`src/rtl/mc_pkg.sv`:
```
// Shared types and encodings for the RV32I multi-cycle control FSM.
// Optional memory handshake is enabled with MC_MEMREADY_EN (see multicycle_controller).
package mc_pkg;

  typedef enum logic [3:0] {
    FETCH, DECODE, MEMADR, MEMREAD, MEMWB, MEMWRITE,
    EXECR, EXECI, ALUWB, BEQ, JAL
  } state_t;

  localparam logic [6:0] OP_LW  = 7'b0000011;
  localparam logic [6:0] OP_SW  = 7'b0100011;
  localparam logic [6:0] OP_R   = 7'b0110011;
  localparam logic [6:0] OP_I   = 7'b0010011;
  localparam logic [6:0] OP_BEQ = 7'b1100011;
  localparam logic [6:0] OP_JAL = 7'b1101111;

  typedef enum logic [1:0] {
    ALUOP_ADD   = 2'b00,
    ALUOP_SUB   = 2'b01,
    ALUOP_FUNCT = 2'b10
  } aluop_t;

  localparam logic [2:0] ALUC_ADD = 3'b000;
  localparam logic [2:0] ALUC_SUB = 3'b001;
  localparam logic [2:0] ALUC_AND = 3'b010;
  localparam logic [2:0] ALUC_OR  = 3'b011;
  localparam logic [2:0] ALUC_SLT = 3'b101;

  localparam logic [1:0] RES_ALUOUT    = 2'b00;
  localparam logic [1:0] RES_DATA      = 2'b01;
  localparam logic [1:0] RES_ALURESULT = 2'b10;

  localparam logic [1:0] SRCA_PC    = 2'b00;
  localparam logic [1:0] SRCA_OLDPC = 2'b01;
  localparam logic [1:0] SRCA_A     = 2'b10;

  localparam logic [1:0] SRCB_RS2  = 2'b00;
  localparam logic [1:0] SRCB_IMM  = 2'b01;
  localparam logic [1:0] SRCB_FOUR = 2'b10;

  // Moore outputs owned by a state; strobes are gated by reset/handshake in the top.
  typedef struct packed {
    logic       adrsrc;
    logic       irwrite;
    logic       memwrite;
    logic       regwrite;
    logic       pcupdate;
    logic       branch;
    logic [1:0] resultsrc;
    logic [1:0] alusrca;
    logic [1:0] alusrcb;
    aluop_t     aluop;
  } ctl_t;

  function automatic ctl_t state_ctl(state_t s);
    ctl_t c;
    c = '0;
    case (s)
      FETCH: begin
        c.irwrite = 1'b1; c.pcupdate = 1'b1;
        c.alusrca = SRCA_PC; c.alusrcb = SRCB_FOUR; c.resultsrc = RES_ALURESULT;
      end
      DECODE:   begin c.alusrca = SRCA_OLDPC; c.alusrcb = SRCB_IMM; end
      MEMADR:   begin c.alusrca = SRCA_A; c.alusrcb = SRCB_IMM; end
      MEMREAD:  begin c.resultsrc = RES_ALUOUT; c.adrsrc = 1'b1; end
      MEMWB:    begin c.resultsrc = RES_DATA; c.regwrite = 1'b1; end
      MEMWRITE: begin c.resultsrc = RES_ALUOUT; c.adrsrc = 1'b1; c.memwrite = 1'b1; end
      EXECR:    begin c.alusrca = SRCA_A; c.alusrcb = SRCB_RS2; c.aluop = ALUOP_FUNCT; end
      EXECI:    begin c.alusrca = SRCA_A; c.alusrcb = SRCB_IMM; c.aluop = ALUOP_FUNCT; end
      ALUWB:    begin c.resultsrc = RES_ALUOUT; c.regwrite = 1'b1; end
      BEQ: begin
        c.alusrca = SRCA_A; c.alusrcb = SRCB_RS2; c.aluop = ALUOP_SUB;
        c.resultsrc = RES_ALUOUT; c.branch = 1'b1;
      end
      JAL: begin
        c.alusrca = SRCA_OLDPC; c.alusrcb = SRCB_FOUR;
        c.resultsrc = RES_ALUOUT; c.pcupdate = 1'b1;
      end
      default: c = '0;
    endcase
    return c;
  endfunction

  function automatic logic [1:0] imm_src(logic [6:0] op);
    case (op)
      OP_SW:   return 2'b01;
      OP_BEQ:  return 2'b10;
      OP_JAL:  return 2'b11;
      default: return 2'b00;
    endcase
  endfunction

  function automatic logic legal_op(logic [6:0] op);
    return (op == OP_LW) || (op == OP_SW) || (op == OP_R) ||
           (op == OP_I)  || (op == OP_BEQ) || (op == OP_JAL);
  endfunction

endpackage

```
`src/rtl/multicycle_controller_aludec.sv`:
```
// ALU operation decoder: ALUOp plus instruction function fields -> ALUControl.
module aludec
  import mc_pkg::*;
(
  input  logic       opb5,
  input  logic [2:0] funct3,
  input  logic       funct7b5,
  input  aluop_t     aluop,
  output logic [2:0] alucontrol
);

  always_comb begin
    alucontrol = ALUC_ADD;
    case (aluop)
      ALUOP_SUB: alucontrol = ALUC_SUB;
      ALUOP_FUNCT: begin
        case (funct3)
          // only R-type (op[5]=1) distinguishes sub; addi ignores Instr[30]
          3'b000:  alucontrol = (opb5 & funct7b5) ? ALUC_SUB : ALUC_ADD;
          3'b010:  alucontrol = ALUC_SLT;
          3'b110:  alucontrol = ALUC_OR;
          3'b111:  alucontrol = ALUC_AND;
          default: alucontrol = ALUC_ADD;
        endcase
      end
      default: alucontrol = ALUC_ADD;
    endcase
  end

endmodule

```
`src/rtl/multicycle_controller.sv`:
```
// Multi-cycle RV32I control FSM with registered Moore decode.
// Define MC_MEMREADY_EN to add the MemReady wait-state handshake.
module multicycle_controller
  import mc_pkg::*;
(
  input  logic       clk,
  input  logic       reset,
  input  logic [6:0] op,
  input  logic [2:0] funct3,
  input  logic       funct7b5,
  input  logic       zero,
`ifdef MC_MEMREADY_EN
  input  logic       MemReady,
`endif
  output logic       PCWrite,
  output logic       AdrSrc,
  output logic       MemWrite,
  output logic       IRWrite,
  output logic [1:0] ResultSrc,
  output logic [1:0] ALUSrcA,
  output logic [1:0] ALUSrcB,
  output logic [2:0] ALUControl,
  output logic [1:0] ImmSrc,
  output logic       RegWrite,
  output logic       Illegal
);

  state_t state_reg;
  state_t state_next;
  ctl_t   ctl_reg;
  logic   mem_ready;
  logic   fetch_gate;

`ifdef MC_MEMREADY_EN
  assign mem_ready = MemReady;
`else
  assign mem_ready = 1'b1;
`endif

  always_comb begin
    state_next = state_reg;
    case (state_reg)
      FETCH:  state_next = mem_ready ? DECODE : FETCH;
      DECODE: begin
        case (op)
          OP_LW, OP_SW: state_next = MEMADR;
          OP_R:         state_next = EXECR;
          OP_I:         state_next = EXECI;
          OP_BEQ:       state_next = BEQ;
          OP_JAL:       state_next = JAL;
          default:      state_next = FETCH;
        endcase
      end
      MEMADR:   state_next = op[5] ? MEMWRITE : MEMREAD;
      MEMREAD:  state_next = mem_ready ? MEMWB : MEMREAD;
      MEMWB:    state_next = FETCH;
      MEMWRITE: state_next = mem_ready ? FETCH : MEMWRITE;
      EXECR:    state_next = ALUWB;
      EXECI:    state_next = ALUWB;
      ALUWB:    state_next = FETCH;
      BEQ:      state_next = FETCH;
      JAL:      state_next = ALUWB;
      default:  state_next = FETCH;
    endcase
  end

  // Output register is loaded with the decode of the state being entered,
  // so it always matches state_reg.
  always_ff @(posedge clk) begin
    if (reset) begin
      state_reg <= FETCH;
      ctl_reg   <= state_ctl(FETCH);
    end else begin
      state_reg <= state_next;
      ctl_reg   <= state_ctl(state_next);
    end
  end

  aludec u_aludec (
    .opb5       (op[5]),
    .funct3     (funct3),
    .funct7b5   (funct7b5),
    .aluop      (ctl_reg.aluop),
    .alucontrol (ALUControl)
  );

  // While FETCH waits on memory, neither PC nor IR may move.
  assign fetch_gate = (state_reg != FETCH) | mem_ready;

  assign PCWrite   = ~reset & ((ctl_reg.pcupdate & fetch_gate) | (ctl_reg.branch & zero));
  assign IRWrite   = ~reset & ctl_reg.irwrite & mem_ready;
  assign MemWrite  = ~reset & ctl_reg.memwrite;
  assign RegWrite  = ~reset & ctl_reg.regwrite;
  assign AdrSrc    = ctl_reg.adrsrc;
  assign ResultSrc = ctl_reg.resultsrc;
  assign ALUSrcA   = ctl_reg.alusrca;
  assign ALUSrcB   = ctl_reg.alusrcb;
  assign ImmSrc    = imm_src(op);
  assign Illegal   = (state_reg == DECODE) & ~legal_op(op);

endmodule

```
`config.mk`:
```
export PLATFORM = sky130hd
export DESIGN_NAME = multicycle_controller
export DESIGN_NICKNAME = d
export VERILOG_FILES = /design/src/rtl/mc_pkg.sv /design/src/rtl/multicycle_controller_aludec.sv /design/src/rtl/multicycle_controller.sv
export SDC_FILE = /design/constraint.sdc
export NUM_CORES = 1
export LEC_CHECK = 0
export ABC_AREA = 1
export BUFFER_PORTS_ARGS = -buffer_cell sky130_fd_sc_hd__clkbuf_2
export CAP_MARGIN = 15
export CELL_PAD_IN_SITES_DETAIL_PLACEMENT = 2
export CELL_PAD_IN_SITES_GLOBAL_PLACEMENT = 2
export CORE_UTILIZATION = 26
export CTS_CLUSTER_SIZE = 24
export DETAILED_ROUTE_END_ITERATION = 10
export HOLD_SLACK_MARGIN = 0.08
export PLACE_DENSITY = 0.81
export SYNTH_ARGS = -nofsm -noshare
export SYNTH_HDL_FRONTEND = slang
export SYNTH_SLANG_ARGS = --single-unit
```
`constraint.sdc`:
```
create_clock -name clk -period 2.35 [get_ports clk]
set_input_delay 0 -clock clk [delete_from_list [all_inputs] [get_ports clk]]
set_output_delay 0 -clock clk [all_outputs]
set_load 0.05 [all_outputs]
```
## Word level (Yosys, flattened, before mapping)

Index checks and enable logic that the tools add are counted.

| storage, ports and cells | value |
|---|---|
| output and inout bits | 17 |
| memories | 0 |
| memory bits (writable) | 0 |
| bits in registers | 18 |
| input port bits | 14 |
| bits in latches | 0 |
| ROM bits | 0 |
| word-level logic and storage cells | 80 |

| operators by class | value |
|---|---|
| div/mod/pow operators | 0 |
| muxes and demuxes | 16 |
| $mul | 0 |
| reductions and logical operators | 16 |
| bitwise operators | 10 |
| equality and inequality tests | 27 |
| $lt $le $gt $ge | 0 |
| shifts and indexed selects | 0 |
| add/subtract/negate cells | 0 |

Operators by type and width:

| operator | count |
|---|---|
| $pmux W4 S5 | 3 |
| $eq A4 B3 Y1 const B | 6 |
| $eq A4 B2 Y1 const B | 4 |
| $eq A4 B4 Y1 const B | 4 |
| $eq A7 B6 Y1 const B | 2 |
| $eq A7 B7 Y1 const B | 2 |
| $reduce_or A2 Y1 | 7 |
| $pmux W3 S4 | 1 |
| $eq A4 B1 Y1 const B | 2 |
| $logic_not A4 Y1 | 2 |
| $pmux W2 S2 | 2 |
| $and A1 B1 Y1 | 7 |
| $eq A7 B2 Y1 const B | 1 |
| $eq A7 B5 Y1 const B | 1 |
| $mux W1 | 7 |
| $eq A3 B3 Y1 const B | 2 |
| $pmux W2 S3 | 1 |
| $pmux W3 S2 | 1 |
| $logic_or A1 B1 Y1 | 5 |
| $eq A3 B2 Y1 const B | 1 |
| $logic_not A3 Y1 | 1 |
| $mux W3 | 1 |
| $reduce_or A3 Y1 | 1 |
| $eq A2 B1 Y1 const B | 1 |
| other kinds (3) | 4 |

## Depth between registers and ports, before layout

| logic depth | value |
|---|---|
| depth in word-level cells | 8 |
| gate-level depth with buffers | 13 |
| depth with buffers taken out | 13 |

## By module

From an unflattened synthesis, not the netlist that was laid out.

| unflattened totals | value |
|---|---|
| cell total of the unflattened synthesis | 132 |
| area total of the unflattened synthesis | 890.9 um^2 |

Modules (own cells, without submodules):

| module | seq. area each (um^2) | cells an instance | area each (um^2) | times used |
|---|---|---|---|---|
| multicycle_controller | 340.3 | 115 | 799.5 | 1 |
| aludec | 0.0 | 17 | 91.3 | 1 |

## Least setup slack after synthesis

Ideal clock, no wire load.

| path | value |
|---|---|
| path type | reg2out |
| from | reg ctl_reg[0] (netlist bit) |
| to | out ALUControl[2] |
| data arrival time | 1.731 ns |
| path slack | 0.619 ns |
| cell stages (with the launch flop) | 4 |
| path buffers | 0 |
| required time | 2.350 ns |
| path through | dfxtp_1 > inv_1 > ha_1 > nor3_1 |

| on the way | value |
|---|---|
| cells in the longest elaborated chain, start to end | 2 |
| elaborated cells between the ends (all ways) | 3 |
| those cells by class | 2 x eq/ne; 1 x mux |

Ends and longest elaborated chain:

| item | line | source |
|---|---|---|
| from (decl) | multicycle_controller.sv:30 | `ctl_t ctl_reg;` |
| from (signal assigned) | multicycle_controller.sv:72 | `ctl_reg <= state_ctl(FETCH);` |
| from (signal assigned) | multicycle_controller.sv:75 | `ctl_reg <= state_ctl(state_next);` |
| $eq A2 B2 Y1 / $eq A2 B1 Y1 (equally long branches) | multicycle_controller_aludec.sv:14 | `case (aluop)` |
| $pmux W3 S2 * | multicycle_controller_aludec.sv:14 |  |
| to (decl) | multicycle_controller.sv:22 | `output logic [2:0] ALUControl,` |

Mark *: on every way between the ends. The rest lies on a longest branch, timed or not.

## Worst setup path after layout

| path | value |
|---|---|
| from | in op[5] |
| to | reg ctl_reg (netlist bit ALUSrcA[1]) |

| on the way | value |
|---|---|
| cells in the longest elaborated chain, start to end | 7 |
| elaborated cells between the ends (all ways) | 20 |
| those cells by class | 12 x eq/ne; 4 x mux; 4 x reduce/logical |

Ends and longest elaborated chain:

| item | line | source |
|---|---|---|
| from (decl) | multicycle_controller.sv:8 | `input logic [6:0] op,` |
| $eq A7 B2 Y1 / $eq A7 B6 Y1 (equally long branches) | multicycle_controller.sv:45 | `case (op)` |
| $reduce_or A2 Y1 | multicycle_controller.sv:45 |  |
| $pmux W4 S5 | multicycle_controller.sv:45 |  |
| $pmux W4 S5 * | multicycle_controller.sv:42 | `case (state_reg)` |
| $eq A4 B4 Y1 (tied with other cells) | mc_pkg.sv:58 | `case (s)` |
| $reduce_or A2 Y1 (no source line) | n/a |  |
| $pmux W4 S5 * | mc_pkg.sv:58 |  |

Marked as above.
A chain may end at the register's enable or synchronous reset.

==> metrics.md <==
| Metric | Value |
|---|---|
| Most frequent cells in the layout | clkbuf_2 (30), inv_1 (26), nor2_1 (25) |
| Mux contribution to synthesized area | 0% |
| Kind of critical path | input port to flop |
| Syn Inst Count | 134 |
| DR DRC count | 0 |
| R2r worst-path depth | 10 |
| VDD IR max | 0.305 mV |
| Number of global-route vias before repair | 988 |
| Sw frac | 29.7% |
| Yosys warnings | 0 |
| Total CTS buffers | 3 |
| Routed length per placed instance | 12.0 um |
| Comb pwr share | 18.9% |
| Vias | 901 |
| Max H-tree Level | 1 |
| RSZ-0062 raised after global routing | no |
| Setup crit end kind | flop |
| Clock Path Buffers | 2 |
| Layout Nets | 179 |
| Psw | 165 uW |
| Remaining antenna violation count | 0 |
| Die ar. | 3620 um^2 |
| Fillcell total | 404 |
| Mean Syn Cell Area | 6.57 um^2 |
| Pwr dens | 518 nW/um^2 |
| Leading cell type in the layout, fill and taps excluded | clkbuf_2 |
| Largest net degree at the start of global routing | 16 |
| HP Start | reset |
| Status | completed |
| Post-synthesis cell area | 881 um^2 |
| CTS tree | built |
| Final WS setup | 815 ps |
| Gr ovfl total | 0 |
| Origin of the critical flop-to-flop path | state_reg[2] |
| Total GRT Usage | 15.0% |
| Die Span X | 60.2 um |
| Adder-Cell Fraction of Synth Area | 2.84% |
| Minimum clock period after layout | 1530 ps |
| Crit Path Max Fanout | 5 |
| HPWL after detailed placement | 2130 um |
| GP Congestion | 0.778 |
| Internal power | 391 uW |
| Buffers added on ports | 30 |
| Period utilization | 65.3% |
| Reg clk slew, reported paths | 90 ps |
| ANT cells | 0 |
| Crit-path cells | dlygate4sd3_1 > clkbuf_2 > nand2_2 > nor2_2 > nand2_2 > nand2_2 > nand3_1 > nand2_1 > nor2_2 > nand2_1 > nand2_1 > nor2_1 > nor2_1 |
| Initial Utilization | 28.2% |
| Ports | 31 |
| Synth Area in Compound Gates | 3.98% |
| Starting DRT DRC Count | 9 |
| Setup bufs post-CTS | 0 |
| Largest family of logic cells by synthesized area | simple AND/OR/NAND/NOR gates |
| Crit path buf inv count | 2 |
| Placement Rows | 20 |
| Drt pass-1 iters | 3 |
| Setup TNS | 0 ps |
| First-pass GRT wire length | 4030 um |
| R2R Path End | ALUSrcA[1] |
| Crit-path max cell delay | 530 ps |
| Leak | 0.590 nW |
| Die Ht | 60.2 um |
| Worst Hold End | state_reg[3] |
| Clock Power Share | 26.9% |
| Clk_skew | 5.71 ps |
| Max FFs per register | 7 |
| Seq cells post-synth | 17 |
| Later-pin clock latency in the skew report | 280 ps |
| Core area | 3130 um^2 |
| Startpoint types | input port |
| Worst min path class | input port to flop |
| Internal reg-to-reg setup slack | 860 ps |
| Max-cap violation count | 0 |
| Final WL | 2480 um |
| Post-Synth Simple-Gate Area | 37.5% |
| Sequential Power Share | 54.2% |
| Worst Hold Depth | 2 |
| Critical path data arrival time | 1710 ps |
| Area grow syn2layout | 21.9% |
| Final hold slack | 103 ps |
| Fmax | 652 MHz |
| Delay-heaviest family, CP | simple AND/OR/NAND/NOR gates |
| Sequential-to-total area share from yosys stat | 38.6% |
| Xor/xnor share of the synthesized area | 0% |
| Worst Tran Pin Value | 308 ps |
| Initial antenna violation count | 0 |
| CTS sink cnt | 17 |
| Vias/cell | 4.37 |
| Post-Place Worst Slack | 859 ps |
| Final max-slew violation count | 0 |
| Distinct cell type count after synthesis | 16 |
| Setup Viol. Count Final | 0 |
| Critical-path top delay cell | dlygate4sd3_1 |
| Share of post-route cells with drive strength above 1 | 25.9% |
| Net Count, Synth | 150 |
| Slew HR | 79.5% |
| CP required | 2520 ps |
| Final Hold Fails | 0 |
| Clk root buf | clkbuf_4 |
## routing by layer
| layer | wire length [um] | vias up | global-route usage (%) |
|---|---|---|---|
| met4 | 10 | 0 | 3.32 |
| met2 | 1330 | 20 | 29.7 |
| met1 | 1030 | 422 | 14.8 |
| met5 | 0 | - | 0 |
| li1 | - | 457 | - |
| met3 | 100 | 2 | 4.76 |
## logic make-up after synthesis
| logic type | after synthesis |
|---|---|
| DFF | 17 |
| adders and majority gates | 2 |
| AOI/OAI and AO/OA | 7 |
| and+or+nand+nor | 74 |
| buffers and inverters | 34 |
## through the flow
step	utilization [%]	instances	power (mW)	area (um^2)
floorplan	-	134	0.386	881
global placement	33.2	201	0.409	1040
detailed placement	33.2	201	0.414	1040
CTS	34.3	206	0.567	1070
global route	34.3	206	0.591	1070
finish	34.3	206	0.556	1070
## cells in the mapped netlist (all sizes together)
library cell  count  area [um^2]
nor2             28          118
nand3            13         65.1
nand2            27          114
nor3              3         15.0
nand4             3         18.8
ha                2         25.0
buf               6         45.0
o21ai             2         10.0
clkbuf            1         3.75
inv              27          101
dfxtp            17          340
a21oi             5         25.0
## timing repair
action | 4_1_cts | 5_1_grt
setup endpoints to repair | 0 | 0
hold buffers | 1 | 0
resized for setup | 0 | 0
endpoints found under the hold margin | 1 | 0
## worst register-to-register path: stages (launching register included)
cell and delay [ps]:
dfxtp_1 340, nor2_4 160, inv_1 80, nor2_1 160, nand3_1 130, nand2_1 150
nor2_1 90, nand2_1 110, nand2_1 60, nor2_1 80, nor2_1 40
## area by class of cell
cell class	count	area (um^2)	share of cell area [%]
multi-input combinational	83	390	36.4
sequential	17	340	31.7
timing repair buffer	31	160	14.9
inverter	27	101	9.44
tap	44	55.1	5.13
clock buffer	4	26.3	2.45
## worst max-delay path by stage
| stage | start | to | cells past startpoint |
|---|---|---|---|
| final | op[5] | ALUSrcA[1] | 13 |
| after global routing | op[5] | ALUSrcB[0] | 13 |
| after CTS | state_reg[2] | ALUSrcA[1] | 10 |
| after detailed placement | state_reg[2] | ALUSrcA[1] | 10 |
| after global placement | state_reg[2] | ALUSrcA[1] | 10 |
| after floorplan | ctl_reg[0] | ALUControl[2] | 3 |
## power by group through the flow
stage / sequential, mW / combinational (mW) / clock [mW]
floorplan: 0.307 / 0.0796 / 0
global placement: 0.307 / 0.102 / 0
detailed placement: 0.308 / 0.106 / 0
CTS: 0.301 / 0.107 / 0.159
global route: 0.302 / 0.115 / 0.173
finish: 0.301 / 0.105 / 0.149
(Power assumes the default switching activity.)
